## config.mk

```make
export PLATFORM = sky130hd
export DESIGN_NAME = subneg_core_p
export DESIGN_NICKNAME = d
export VERILOG_FILES = /design/src/rtl/subneg_pkg.sv /design/src/rtl/subneg_mem.sv /design/src/rtl/subneg_core_p.sv
export SDC_FILE = /design/constraint.sdc
export NUM_CORES = 1
export LEC_CHECK = 0
export ABC_CLOCK_PERIOD_IN_PS = 9950
export BUFFER_PORTS_ARGS = -buffer_cell sky130_fd_sc_hd__buf_4
export CORE_MARGIN = 4
export CORE_UTILIZATION = 45
export CTS_BUF_LIST = sky130_fd_sc_hd__clkbuf_4
export DETAILED_ROUTE_END_ITERATION = 6
export SETUP_SLACK_MARGIN = 0.3
export SLEW_MARGIN = 10
export SYNTH_ARGS = -nofsm -noshare
export SYNTH_HDL_FRONTEND = slang
export SYNTH_SLANG_ARGS = --single-unit
```

## constraint.sdc

```tcl
create_clock -name clk -period 9.95 [get_ports clk]
set_clock_uncertainty 0.15 [all_clocks]
set_input_delay 0.995 -clock clk [delete_from_list [all_inputs] [get_ports clk]]
set_output_delay 0.995 -clock clk [all_outputs]
set_load 0.01 [all_outputs]
```

## src/rtl/subneg_pkg.sv

```systemverilog
// Shared definitions for the subneg core: sequencer states and the offsets
// (from the top of memory) of the memory-mapped input and output words.
package subneg_pkg;

  typedef enum logic [2:0] {
    ST_IDLE     = 3'd0,
    ST_FETCH    = 3'd1,
    ST_READ     = 3'd2,
    ST_EXEC     = 3'd3,
    ST_WAIT_OUT = 3'd4,
    ST_HALT     = 3'd5
  } state_t;

  localparam int IN_OFFSET  = 2;
  localparam int OUT_OFFSET = 1;

endpackage

```

## src/rtl/subneg_mem.sv

```systemverilog
// DEPTH x DATA_W register-file memory: three asynchronous read ports and one
// synchronous write port; out-of-range reads return zero, out-of-range writes drop.
module subneg_mem #(
  parameter int DATA_W = 8,
  parameter int ADDR_W = 5,
  parameter int DEPTH  = 32
) (
  input  logic              clk,
  input  logic [ADDR_W-1:0] rd_addr0,
  input  logic [ADDR_W-1:0] rd_addr1,
  input  logic [ADDR_W-1:0] rd_addr2,
  output logic [DATA_W-1:0] rd_data0,
  output logic [DATA_W-1:0] rd_data1,
  output logic [DATA_W-1:0] rd_data2,
  input  logic              wr_en,
  input  logic [ADDR_W-1:0] wr_addr,
  input  logic [DATA_W-1:0] wr_data
);

  logic [DATA_W-1:0] mem_r [DEPTH];

  function automatic logic [DATA_W-1:0] rd_word(input logic [ADDR_W-1:0] addr);
    logic [DATA_W-1:0] word_v;
    if (32'(addr) < 32'(DEPTH)) begin
      word_v = mem_r[addr];
    end else begin
      word_v = {DATA_W{1'b0}};
    end
    return word_v;
  endfunction

  // Asynchronous read ports.
  always_comb begin
    rd_data0 = rd_word(rd_addr0);
    rd_data1 = rd_word(rd_addr1);
    rd_data2 = rd_word(rd_addr2);
  end

  // Synchronous write port; contents deliberately survive reset.
  always_ff @(posedge clk) begin
    if (wr_en && (32'(wr_addr) < 32'(DEPTH))) begin
      mem_r[wr_addr] <= wr_data;
    end
  end

endmodule

```

## src/rtl/subneg_core_p.sv

```systemverilog
// Subtract-and-branch core: FETCH/READ/EXEC sequencer around subneg_mem with a
// one-entry output holding register and a sticky HALT on a self-branch.
module subneg_core_p
  import subneg_pkg::*;
#(
  parameter int DATA_W   = 8,
  parameter int ADDR_W   = 5,
  parameter int DEPTH    = 32,
  parameter int LEQ_MODE = 1
) (
  input  logic              clk,
  input  logic              reset,
  input  logic              run,
  input  logic              step,
  input  logic              load_en,
  input  logic [ADDR_W-1:0] load_addr,
  input  logic [DATA_W-1:0] load_data,
  input  logic [DATA_W-1:0] in_data,
  output logic [DATA_W-1:0] out_data,
  output logic              out_valid,
  input  logic              out_ready,
  output logic [ADDR_W-1:0] pc,
  output logic              busy,
  output logic              halted
);

  localparam logic [ADDR_W-1:0] IN_ADDR  = ADDR_W'(DEPTH - IN_OFFSET);
  localparam logic [ADDR_W-1:0] OUT_ADDR = ADDR_W'(DEPTH - OUT_OFFSET);

  state_t            state_r, state_nxt_s;
  logic [ADDR_W-1:0] pc_r, pc_nxt_s, a_r, b_r, c_r;
  logic [DATA_W-1:0] val_a_r, val_b_r, out_data_r;
  logic              out_valid_r, busy_r, halted_r;
  logic [ADDR_W-1:0] rd_addr0_s, rd_addr1_s, rd_addr2_s;
  logic [DATA_W-1:0] rd_data0_s, rd_data1_s, rd_data2_s;
  logic [DATA_W-1:0] res_s;
  logic              taken_s, halt_s, is_out_s, b_in_range_s;
  logic [ADDR_W-1:0] pc_seq_s, pc_target_s;
  logic              mem_wr_en_s;
  logic [ADDR_W-1:0] mem_wr_addr_s;
  logic [DATA_W-1:0] mem_wr_data_s;
  logic              out_load_s, complete_s;

  function automatic logic [ADDR_W-1:0] wrap_add(input logic [ADDR_W-1:0] base,
                                                 input int unsigned inc);
    int unsigned sum_v;
    sum_v = (32'(base) + inc) % 32'(DEPTH);
    return sum_v[ADDR_W-1:0];
  endfunction

  function automatic logic [DATA_W-1:0] operand(input logic [ADDR_W-1:0] addr,
                                                input logic [DATA_W-1:0] mem_word,
                                                input logic [DATA_W-1:0] in_word);
    logic [DATA_W-1:0] val_v;
    if (addr == IN_ADDR) begin
      val_v = in_word;
    end else if (addr == OUT_ADDR) begin
      val_v = {DATA_W{1'b0}};
    end else begin
      val_v = mem_word;
    end
    return val_v;
  endfunction

  subneg_mem #(.DATA_W(DATA_W), .ADDR_W(ADDR_W), .DEPTH(DEPTH)) u_mem (
    .clk      (clk),
    .rd_addr0 (rd_addr0_s),
    .rd_addr1 (rd_addr1_s),
    .rd_addr2 (rd_addr2_s),
    .rd_data0 (rd_data0_s),
    .rd_data1 (rd_data1_s),
    .rd_data2 (rd_data2_s),
    .wr_en    (mem_wr_en_s & ~reset),
    .wr_addr  (mem_wr_addr_s),
    .wr_data  (mem_wr_data_s)
  );

  // Read ports serve the instruction words in FETCH and the operands in READ.
  always_comb begin
    rd_addr2_s = wrap_add(pc_r, 32'd2);
    if (state_r == ST_READ) begin
      rd_addr0_s = a_r;
      rd_addr1_s = b_r;
    end else begin
      rd_addr0_s = pc_r;
      rd_addr1_s = wrap_add(pc_r, 32'd1);
    end
  end

  // Subtract, branch decision and destination decode from the latched operands.
  always_comb begin
    res_s = val_b_r - val_a_r;
    if (LEQ_MODE != 0) begin
      taken_s = res_s[DATA_W-1] | (res_s == {DATA_W{1'b0}});
    end else begin
      taken_s = (val_a_r > val_b_r);
    end
    pc_seq_s = wrap_add(pc_r, 32'd3);
    if (taken_s) begin
      pc_target_s = c_r;
    end else begin
      pc_target_s = pc_seq_s;
    end
    halt_s       = taken_s & (c_r == pc_r);
    is_out_s     = (b_r == OUT_ADDR);
    b_in_range_s = (32'(b_r) < 32'(DEPTH));
  end

  // Next-state, memory write mux (load port vs EXEC result) and completion.
  always_comb begin
    state_nxt_s   = state_r;
    pc_nxt_s      = pc_r;
    mem_wr_en_s   = 1'b0;
    mem_wr_addr_s = load_addr;
    mem_wr_data_s = load_data;
    out_load_s    = 1'b0;
    complete_s    = 1'b0;
    case (state_r)
      ST_IDLE: begin
        mem_wr_en_s = load_en;
        if (run || step) begin
          state_nxt_s = ST_FETCH;
        end else begin
          state_nxt_s = ST_IDLE;
        end
      end
      ST_FETCH: state_nxt_s = ST_READ;
      ST_READ:  state_nxt_s = ST_EXEC;
      ST_EXEC: begin
        if (is_out_s) begin
          // The holding register frees this cycle if it is empty or being drained.
          if (!out_valid_r || out_ready) begin
            out_load_s = 1'b1;
            complete_s = 1'b1;
          end else begin
            state_nxt_s = ST_WAIT_OUT;
          end
        end else begin
          mem_wr_en_s   = b_in_range_s;
          mem_wr_addr_s = b_r;
          mem_wr_data_s = res_s;
          complete_s    = 1'b1;
        end
      end
      ST_WAIT_OUT: begin
        if (out_ready) begin
          out_load_s = 1'b1;
          complete_s = 1'b1;
        end else begin
          state_nxt_s = ST_WAIT_OUT;
        end
      end
      ST_HALT: begin
        mem_wr_en_s = load_en;
        state_nxt_s = ST_HALT;
      end
      default: state_nxt_s = ST_IDLE;
    endcase
    if (complete_s) begin
      pc_nxt_s = pc_target_s;
      if (halt_s) begin
        state_nxt_s = ST_HALT;
      end else if (run) begin
        state_nxt_s = ST_FETCH;
      end else begin
        state_nxt_s = ST_IDLE;
      end
    end else begin
      pc_nxt_s = pc_r;
    end
  end

  // Sequencer state, pc, operand latches and registered status flags.
  always_ff @(posedge clk) begin
    if (reset) begin
      state_r  <= ST_IDLE;
      pc_r     <= {ADDR_W{1'b0}};
      a_r      <= {ADDR_W{1'b0}};
      b_r      <= {ADDR_W{1'b0}};
      c_r      <= {ADDR_W{1'b0}};
      val_a_r  <= {DATA_W{1'b0}};
      val_b_r  <= {DATA_W{1'b0}};
      busy_r   <= 1'b0;
      halted_r <= 1'b0;
    end else begin
      state_r  <= state_nxt_s;
      pc_r     <= pc_nxt_s;
      busy_r   <= (state_nxt_s == ST_FETCH) || (state_nxt_s == ST_READ) ||
                  (state_nxt_s == ST_EXEC)  || (state_nxt_s == ST_WAIT_OUT);
      halted_r <= (state_nxt_s == ST_HALT);
      if (state_r == ST_FETCH) begin
        a_r <= rd_data0_s[ADDR_W-1:0];
        b_r <= rd_data1_s[ADDR_W-1:0];
        c_r <= rd_data2_s[ADDR_W-1:0];
      end
      if (state_r == ST_READ) begin
        val_a_r <= operand(a_r, rd_data0_s, in_data);
        val_b_r <= operand(b_r, rd_data1_s, in_data);
      end
    end
  end

  // Output holding register: a new write wins over a same-cycle drain.
  always_ff @(posedge clk) begin
    if (reset) begin
      out_data_r  <= {DATA_W{1'b0}};
      out_valid_r <= 1'b0;
    end else if (out_load_s) begin
      out_data_r  <= res_s;
      out_valid_r <= 1'b1;
    end else if (out_valid_r && out_ready) begin
      out_valid_r <= 1'b0;
    end
  end

  assign out_data  = out_data_r;
  assign out_valid = out_valid_r;
  assign pc        = pc_r;
  assign busy      = busy_r;
  assign halted    = halted_r;

endmodule

```

==> results.py, run 1 <==
metrics = {
    "outcome": {
        "run_status": "complete, no violations",
    },
    "cts": {
        "clk_pin_slew_ps": 70,
        "cts_buffers": 84,
        "cts_tree": "done",
        "cts_buffer_depth": 3,
        "ctsResizeCount": 0,
        "ctsHoldBuffers": 0,
        "clock_latency_ps": 790,
        "h-tree-depth": 3,
        "postCtsSetupRepairBufs": 0,
        "root_buffer": "clkbuf_4",
        "clock-sinks": 306,
    },
    "sta": {
        "finalCritPeriodShare_pct": 47.49,
        "setup_viol_count_final": 0,
        "period_minus_slack_ps": 4725,
        "drv_slew": 0,
        "relSlewSlack_pct": 4.925,
        "rsz0062_at_grt": "false",
        "timing.final.hold_violations": 0,
        "worst_slew_pin_slew_ps": 1421,
        "fin_ws_ps": 5225,
        "tns_ps": 0,
        "fmax_ghz": 0.2116,
    },
    "floorplan": {
        "die_x_um": 204.4,
        "ios": 43,
        "core-area_sq_um": 37840,
        "die_h_um": 204.4,
        "fp.dieArea_sq_um": 41780,
        "fp-row-count": 71,
        "initial_core_util_pct": 45.86,
    },
    "placement": {
        "hpwl_um": 41650,
        "preCtsSetupSlack_ps": 5310,
        "io_buffers": 42,
        "gp_congestion": 1.005,
    },
    "global_routing": {
        "grt_pass1_wl_um": 88110,
        "grt_antenna_before_repair": 3,
        "gr-usage-met1_pct": 39.85,
        "grt_pass1_vias": 13030,
        "grtUsageMet2_pct": 43.60,
        "gr-usage-all-layers_pct": 28.84,
        "grt_start_max_net_pins": 67,
        "met3_usage_pct": 7.045,
        "grt_busiest_layer": "met2",
        "overflow": 0,
    },
    "drt": {
        "first_iter_violations": 1806,
        "wl_um": 60940,
        "vias": 13630,
        "dr.pass1.iters": 5,
        "drc": 0,
        "via_per_inst": 6.433,
        "ant_nets": 0,
        "wl_per_cell_um": 28.77,
    },
    "power": {
        "power.density_nw_per_um2": 230.4,
        "p_leak_uw": 0.007176,
        "ir_drop_mv": 0.1212,
    },
    "yosys": {
        "syn_inst": 1490,
        "yosys.area.top_type": "edfxtp_1",
        "syn_avg_cell_area_sq_um": 11.65,
        "ys_types": 74,
        "synth-seq-cells": 306,
        "async_flop_share_pct": 0,
        "synth_area_sq_um": 17360,
        "ys_seq_area_share_pct": 50.06,
        "synth_commonest_cells": "edfxtp_1 (256), nand2_1 (211), mux2i_1 (199), nor2_1 (93), mux4_2 (58)",
        "ys.flop_type": "edfxtp_1",
        "yosysMostFrequentCell": "edfxtp_1",
        "ys_warn_count": 0,
        "synth.area.top_cells": "edfxtp_1 (44%), mux2i_1 (11%), mux4_2 (7.5%)",
        "synth_top_cell_area_share_pct": 44.29,
        "syn_nets": 1529,
        "synth_edf_count": 256,
    },
    "worst_setup_path": {
        "crit_path_end_kind": "flop",
        "cp.required_ps": 10520,
        "crit_fanout": 52,
        "start_kind": "flop",
        "critPathKind": "flop to flop",
        "critPathArrivalTime_ps": 5300,
        "reg2reg_slack_ps": 5230,
    },
    "final_layout": {
        "drive_gt1_share_pct": 20.89,
        "nNetsFinal": 1581,
        "synthToLayoutAreaGrowth_pct": 10.34,
    },
    "job": {
        "maxCapViolations": 0,
    },
    "min_path": {
        "hold_class": "input pin to flop",
    },
}
==> cells in the final DEF, fill, tap and decap left out, drive strengths merged, types with 49 or more instances in the layout <==
cell | netlist | final
a211oi | 55 | 55
a21oi | 49 | 49
buf | 64 | 68
clkbuf | 38 | 122
dfxtp | 50 | 50
edfxtp | 256 | 256
mux2i | 203 | 203
mux4 | 58 | 58
nand2 | 211 | 211
nor2 | 93 | 93
==> kinds of logic after synthesis <==
kind of cell             count (synthesis)  synth area share, %
adder cells (fa/ha/maj)                 12               0.9083
XOR/XNOR                                15               0.8002
AO/OA/AOI/OAI                          266                10.58
buffers and inverters                  143                3.914
multiplexers                           304                22.21
flip-flops                             306                50.06
AND/OR/NAND/NOR                        444                11.53
==> sequential cells by signal, summed over array words and instances (netlist names) <==
signal and cells:
out_valid 1, c_r 5, a_r 5, val_b_r 8
out_data 8, state_r 3, b_r 5, busy 1
u_mem.mem_r 256, pc 5, halted 1, val_a_r 8
==> layer usage <==
metal / routed length (um) / part of all wire, % / vias to the layer above
met3: 6124 / 10 / 147
met2: 27250 / 45 / 849
met4: 2764 / 4.5 / 0
met1: 24800 / 41 / 6757
met5: 0 / 0 / -
li1: - / - / 5873
==> path summary, 6_finish.rpt <==
path,startpoint,endpoint,cells past startpoint
min reg2reg,out_data[6]$_SDFFE_PP0P_,out_data[6]$_SDFFE_PP0P_,2
min,in_data[1],val_a_r[1]$_SDFFE_PP0P_,3
max,state_r[2]$_SDFF_PP0_,a_r[1]$_SDFFE_PP0N_,9
max reg2reg,state_r[2]$_SDFF_PP0_,a_r[1]$_SDFFE_PP0N_,9
==> per-stage QoR <==
stage	total power, uW	instance area (sq um)	instances	hold WS, ps	util, %
floorplan	2689	17360	1490	309.5	-
detailed placement	3230	18060	1967	326.4	47.73
global placement	3215	18060	1967	319.9	47.73
CTS	4393	19140	2115	270.0	50.59
finish	4413	19150	2118	315.4	50.61
global route	4599	19150	2117	293.9	50.60
==> power by group <==
part	switching, uW	internal [uW]
logic	1070	610
registers	98.1	1470
clock network	552	614
total	1720	2690
==> critical path, stage by stage, from the launching register on <==
cell	delay [ps]
dfxtp_1	480
or3b_2	530
buf_4	370
a21oi_4	960
buf_4	700
mux2i_1	180
mux4_2	490
nand2_1	90
or4b_4	510
o21ai_2	140
==> cell type report <==
| class | count | area (sq um) |
|---|---|---|
| Multi-Input combinational cell | 1041 | 8066 |
| Inverter | 41 | 153.9 |
| Antenna cell | 3 | 7.507 |
| Fill cell | 3488 | 18690 |
| Clock inverter | 26 | 163.9 |
| Clock buffer | 122 | 915.9 |
| Timing Repair Buffer | 68 | 510.5 |
| Sequential cell | 306 | 8693 |
| Tap cell | 511 | 639.4 |
No activity file was read; power rests on OpenSTA's default activity.
==> inputs of run 2 (changes only) <==
--- a/config.mk
+++ b/config.mk
@@ -5,7 +5,7 @@
 export SDC_FILE = /design/constraint.sdc
 export NUM_CORES = 1
 export LEC_CHECK = 0
-export ABC_CLOCK_PERIOD_IN_PS = 9950
+export ABC_CLOCK_PERIOD_IN_PS = 3940
 export BUFFER_PORTS_ARGS = -buffer_cell sky130_fd_sc_hd__buf_4
 export CORE_MARGIN = 4
 export CORE_UTILIZATION = 45
==> constraint.sdc (replaced) <==
create_clock -name clk -period 3.94 [get_ports clk]
set_clock_uncertainty 0.15 [all_clocks]
set_input_delay 0.394 -clock clk [delete_from_list [all_inputs] [get_ports clk]]
set_output_delay 0.394 -clock clk [all_outputs]
set_load 0.01 [all_outputs]
==> results.py, run 2 (synthesis results as in run 1) <==
metrics = {
    "power": {
        "p_leak_uw": 0.007610,
        "p_comb_share_pct": 39.9,
        "p_int_uw": 7143,
        "ir_drop_mv": 0.3044,
        "seqPwrFrac_pct": 33.6,
        "clkPwrFrac_pct": 26.6,
        "netSwitchingFraction_pct": 38.17,
        "power.density_nw_per_um2": 581.5,
        "switchingPower_uw": 4409,
    },
    "cts": {
        "clock-sinks": 306,
        "cts_buffer_depth": 3,
        "postCtsSetupRepairBufs": 0,
        "h-tree-depth": 3,
        "root_buffer": "clkbuf_4",
        "cts_tree": "done",
        "clock_latency_ps": 800,
        "cts_buffers": 85,
        "clk_pin_slew_ps": 70,
    },
    "final_layout": {
        "final_cell_mix": "edfxtp_1 (256), nand2_1 (211), mux2i_1 (199)",
        "postLayoutCoreUtil_pct": 52.49,
        "fin_cells": 2195,
        "nFillCells": 3392,
        "seq_area_sq_um": 8693,
        "mostFrequentLayoutCell": "edfxtp_1",
        "multi_input_area_sq_um": 8059,
        "regMostFlops": "u_mem.mem_r",
        "synthToLayoutAreaGrowth_pct": 14.45,
        "nNetsFinal": 1657,
        "largest_register_ffs": 256,
        "drive_gt1_share_pct": 23.83,
    },
    "placement": {
        "preCtsSetupSlack_ps": 401.3,
        "io_buffers": 42,
        "gp_congestion": 1.008,
        "hpwl_um": 44550,
        "post-place-cells": 2030,
    },
    "min_path": {
        "hold_class": "input pin to flop",
        "whs_path_depth": 5,
    },
    "drt": {
        "first_iter_violations": 1660,
        "wl_um": 62310,
        "drc": 0,
        "ant_nets": 0,
        "dr.pass1.iters": 5,
        "via_per_inst": 6.271,
        "wl_per_cell_um": 28.39,
        "vias": 13770,
    },
    "floorplan": {
        "ios": 43,
        "fp-row-count": 71,
        "fp.dieArea_sq_um": 41780,
        "core-area_sq_um": 37840,
        "die_h_um": 204.4,
        "die_x_um": 204.4,
        "initial_core_util_pct": 45.86,
    },
    "global_routing": {
        "grt_pass1_vias": 13380,
        "gr-usage-all-layers_pct": 29.62,
        "overflow": 0,
        "grt_pass1_wl_um": 90800,
        "grt_antenna_before_repair": 1,
        "grt_start_max_net_pins": 44,
    },
    "sta": {
        "timing.final.hold_violations": 0,
        "finalCritPeriodShare_pct": 91.22,
        "rsz0062_at_grt": "false",
        "period_minus_slack_ps": 3594,
        "drv_slew": 0,
        "worst_slew_pin_slew_ps": 1173,
        "relSlewSlack_pct": 21.52,
        "tns_ps": 0,
        "fmax_ghz": 0.2782,
        "setup_viol_count_final": 0,
        "fin_ws_ps": 346.1,
    },
    "worst_setup_path": {
        "critPathKind": "flop to flop",
        "r2r_cells": 10,
        "critPathArrivalTime_ps": 4170,
        "crit_path_end_kind": "flop",
        "cp.required_ps": 4510,
        "start_kind": "flop",
        "crit_fanout": 28,
    },
    "outcome": {
        "run_status": "complete, no violations",
    },
    "job": {
        "maxCapViolations": 0,
    },
}
[run 2: cell count changes in the layout (fill, tap and decap cells not counted), moves of 2 or more]
| cell | before | now |
|---|---|---|
| buf_4 | 68 | 124 |
| dlygate4sd3_1 | 0 | 12 |
| buf_12 | 0 | 6 |
| clkbuf_4 | 122 | 128 |
| diode_2 | 3 | 1 |
[run 2: cell type report]
| type | instances | area share (%) |
|---|---|---|
| flip-flops and latches | 306 | 43.76 |
| multi-input cells | 1041 | 40.57 |
| repair buffers | 143 | 5.952 |
| clock buffers | 128 | 4.837 |
| well taps | 511 | 3.219 |
| clock inverters | 24 | 0.8692 |
| inverters | 41 | 0.7748 |
| diodes | 1 | 0.01260 |
[run 2: path summary, 6_finish.rpt]
kind / start / to / slack (ps)
worst min-delay path: step / busy$_SDFF_PP0_ / 60
worst max-delay path: state_r[1]$_SDFF_PP0_ / a_r[4]$_SDFFE_PP0N_ / 350
worst min register to register: out_data[5]$_SDFFE_PP0P_ / out_data[5]$_SDFFE_PP0P_ / 340
worst max register to register: state_r[1]$_SDFF_PP0_ / a_r[4]$_SDFFE_PP0N_ / 350
[run 2: worst max-delay path: stages (launching register included)]
cell and delay, ps:
dfxtp_1 330, or3b_2 620, buf_4 310, a21oi_4 220, buf_12 230, buf_6 280, mux2i_1 110, mux2i_1 250
o32ai_1 210, or4_1 600, o21ai_0 170
[run 2: stage by stage]
step	power [uW]	area [sq um]	hold WS (ps)
after floorplan	6791	17360	309.5
after global placement	8369	18600	318.6
final	11550	19860	55.13
after CTS	11500	19860	3.179
after global routing	12030	19860	79.20
after detailed placement	8412	18600	332.5
[run 2: timing repair]
item,4_1_cts,5_1_grt
hold buffers,12,0
endpoints found under the setup margin,0,2
endpoints found under the hold margin,29,0
gates resized for setup,0,1
[run 2: power by group through the flow]
stage	Combinational (uW)	Clock, uW	Sequential, uW
6_report	4600	3070	3880
4_1_cts	4510	3130	3860
5_1_grt	4830	3310	3880
3_3_place_gp	4430	0	3940
3_5_place_dp	4480	0	3930
2_1_floorplan	2930	0	3860
[run 2: metal layers]
layer | up-vias | share of wire [%] | track usage [%]
li1 | 6032 | - | -
met1 | 6725 | 41 | 39.76
met2 | 851 | 44 | 44.19
met3 | 157 | 11 | 8.712
met4 | 0 | 5.1 | 14.41
met5 | - | 0 | 0
==> inputs of run 3 (changes only) <==
--- a/config.mk
+++ b/config.mk
@@ -7,7 +7,7 @@
 export LEC_CHECK = 0
 export ABC_CLOCK_PERIOD_IN_PS = 3940
 export BUFFER_PORTS_ARGS = -buffer_cell sky130_fd_sc_hd__buf_4
-export CORE_MARGIN = 4
+export CORE_MARGIN = 10
 export CORE_UTILIZATION = 45
 export CTS_BUF_LIST = sky130_fd_sc_hd__clkbuf_4
 export DETAILED_ROUTE_END_ITERATION = 6
==> results.py, run 3 (synthesis results as in run 1) <==
metrics = {
    "outcome": {
        "run_status": "complete, no violations",
    },
    "sta": {
        "rsz0062_at_grt": "false",
        "period_minus_slack_ps": 3470,
        "fin_ws_ps": 470.3,
        "drv_slew": 0,
        "finalCritPeriodShare_pct": 88.06,
        "setup_viol_count_final": 0,
        "fmax_ghz": 0.2882,
        "worst_slew_pin_slew_ps": 1265,
        "timing.final.hold_violations": 0,
        "relSlewSlack_pct": 15.33,
        "tns_ps": 0,
    },
    "worst_setup_path": {
        "r2r-start": "state_r[0]$_SDFF_PP0_",
        "r2r_cells": 8,
        "critPathKind": "flop to flop",
        "crit_path_end_kind": "flop",
        "cp.required_ps": 4140,
        "crit_cells": 8,
        "slowest_delay_ps": 1010,
        "cp.buffers_inverters": 1,
        "crit_chain": "buf_4, nand2_1, or2_2, a21oi_1, nor2_1, a21oi_1, nand2_1, nor2_1",
        "cp_top_family": "simple AND/OR/NAND/NOR gates",
        "cp_slowest_cell": "nor2_1",
        "start_kind": "flop",
        "critPathArrivalTime_ps": 3670,
        "crit_fanout": 14,
        "critPathLaunch": "state_r[0]$_SDFF_PP0_",
        "reg2reg_slack_ps": 470,
    },
    "floorplan": {
        "ios": 43,
        "initial_core_util_pct": 45.86,
        "fp-row-count": 71,
        "die_x_um": 216.4,
        "fp.dieArea_sq_um": 46830,
        "die_h_um": 216.4,
        "core-area_sq_um": 37840,
    },
    "final_layout": {
        "drive_gt1_share_pct": 23.74,
        "regMostFlops": "u_mem.mem_r",
        "multi_input_area_sq_um": 8074,
        "synthToLayoutAreaGrowth_pct": 14.05,
        "largest_register_ffs": 256,
        "nFillCells": 3409,
        "fin_cells": 2184,
        "postLayoutCoreUtil_pct": 52.31,
        "seq_area_sq_um": 8693,
        "mostFrequentLayoutCell": "edfxtp_1",
        "nNetsFinal": 1649,
        "final_cell_mix": "edfxtp_1 (256), nand2_1 (211), mux2i_1 (199)",
    },
    "drt": {
        "dr.pass1.iters": 6,
        "vias": 13610,
        "drc": 0,
        "via_per_inst": 6.232,
        "wl_um": 59760,
        "wl_per_cell_um": 27.36,
        "first_iter_violations": 1689,
        "ant_nets": 0,
    },
    "power": {
        "ir_drop_mv": 0.2281,
        "p_leak_uw": 0.007555,
        "total_power_uw": 11280,
        "power.density_nw_per_um2": 569.7,
    },
    "cts": {
        "clock_latency_ps": 780,
        "cts_buffers": 82,
        "h-tree-depth": 3,
        "clock-sinks": 306,
        "cts_buffer_depth": 3,
        "clk_pin_slew_ps": 70,
        "cts_tree": "done",
        "postCtsSetupRepairBufs": 0,
        "root_buffer": "clkbuf_4",
    },
    "placement": {
        "post-place-cells": 2025,
        "gp_congestion": 0.9899,
        "hpwl_um": 42430,
        "io_buffers": 42,
        "preCtsSetupSlack_ps": 317.5,
    },
    "global_routing": {
        "grt_start_max_net_pins": 61,
        "grt_pass1_vias": 13100,
        "overflow": 0,
        "gr-usage-all-layers_pct": 24.81,
        "grt_antenna_before_repair": 4,
        "grt_pass1_wl_um": 86830,
    },
    "job": {
        "maxCapViolations": 0,
    },
    "min_path": {
        "whs_path_depth": 5,
        "hp-start": "step",
        "hold_class": "input pin to flop",
    },
}
==> run 3: layout make-up <==
class	instances	share of cell area (%)
Clock inverter	25	0.8407
Sequential cell	306	43.92
Multi-Input combinational cell	1041	40.79
Clock buffer	121	4.589
Antenna cell	1	0.01264
Tap cell	511	3.230
Timing Repair Buffer	138	5.847
Inverter	41	0.7775
==> run 3: worst reg2reg max path: cells and delay by family (launching register included) <==
kind / cells / cell delay (ps)
buffers and inverters: 1 / 200
AND/OR/NAND/NOR: 5 / 1830
AO/OA/AOI/OAI: 2 / 560
flip-flops: 1 / 330
==> run 3: worst paths after layout <==
path | endpoint
max reg2reg | u_mem.mem_r[23][1]$_DFFE_PP_
min | busy$_SDFF_PP0_
max | u_mem.mem_r[23][1]$_DFFE_PP_
min reg2reg | out_data[1]$_SDFFE_PP0P_
==> run 3: metal layers <==
| layer | global-route usage (%) | up-vias | share of wire [%] |
|---|---|---|---|
| li1 | - | 6012 | - |
| met1 | 32.28 | 6746 | 41 |
| met3 | 6.476 | 143 | 9.1 |
| met2 | 37.91 | 703 | 45 |
| met5 | 0 | - | 0.075 |
| met4 | 11.91 | 6 | 4.2 |
==> run 3: timing repair <==
item | in CTS | in global routing
hold buffers | 12 | 0
endpoints found under the setup margin | 2 | 10
hold endpoints to repair | 21 | 0
resized for setup | 1 | 4
pin swaps | 0 | 0
==> run 3: power by group <==
part,internal [uW],switching (uW)
registers,3710,167
clock network,1540,1410
logic,1720,2720
total,6970,4300
==> run 3: stage by stage <==
step / hold WS [ps] / area (sq um)
floorplan: 309.5 / 17360
finish: 65.92 / 19800
global placement: 318.5 / 18580
global route: 81.70 / 19800
CTS: 7.755 / 19780
detailed placement: 333.0 / 18580
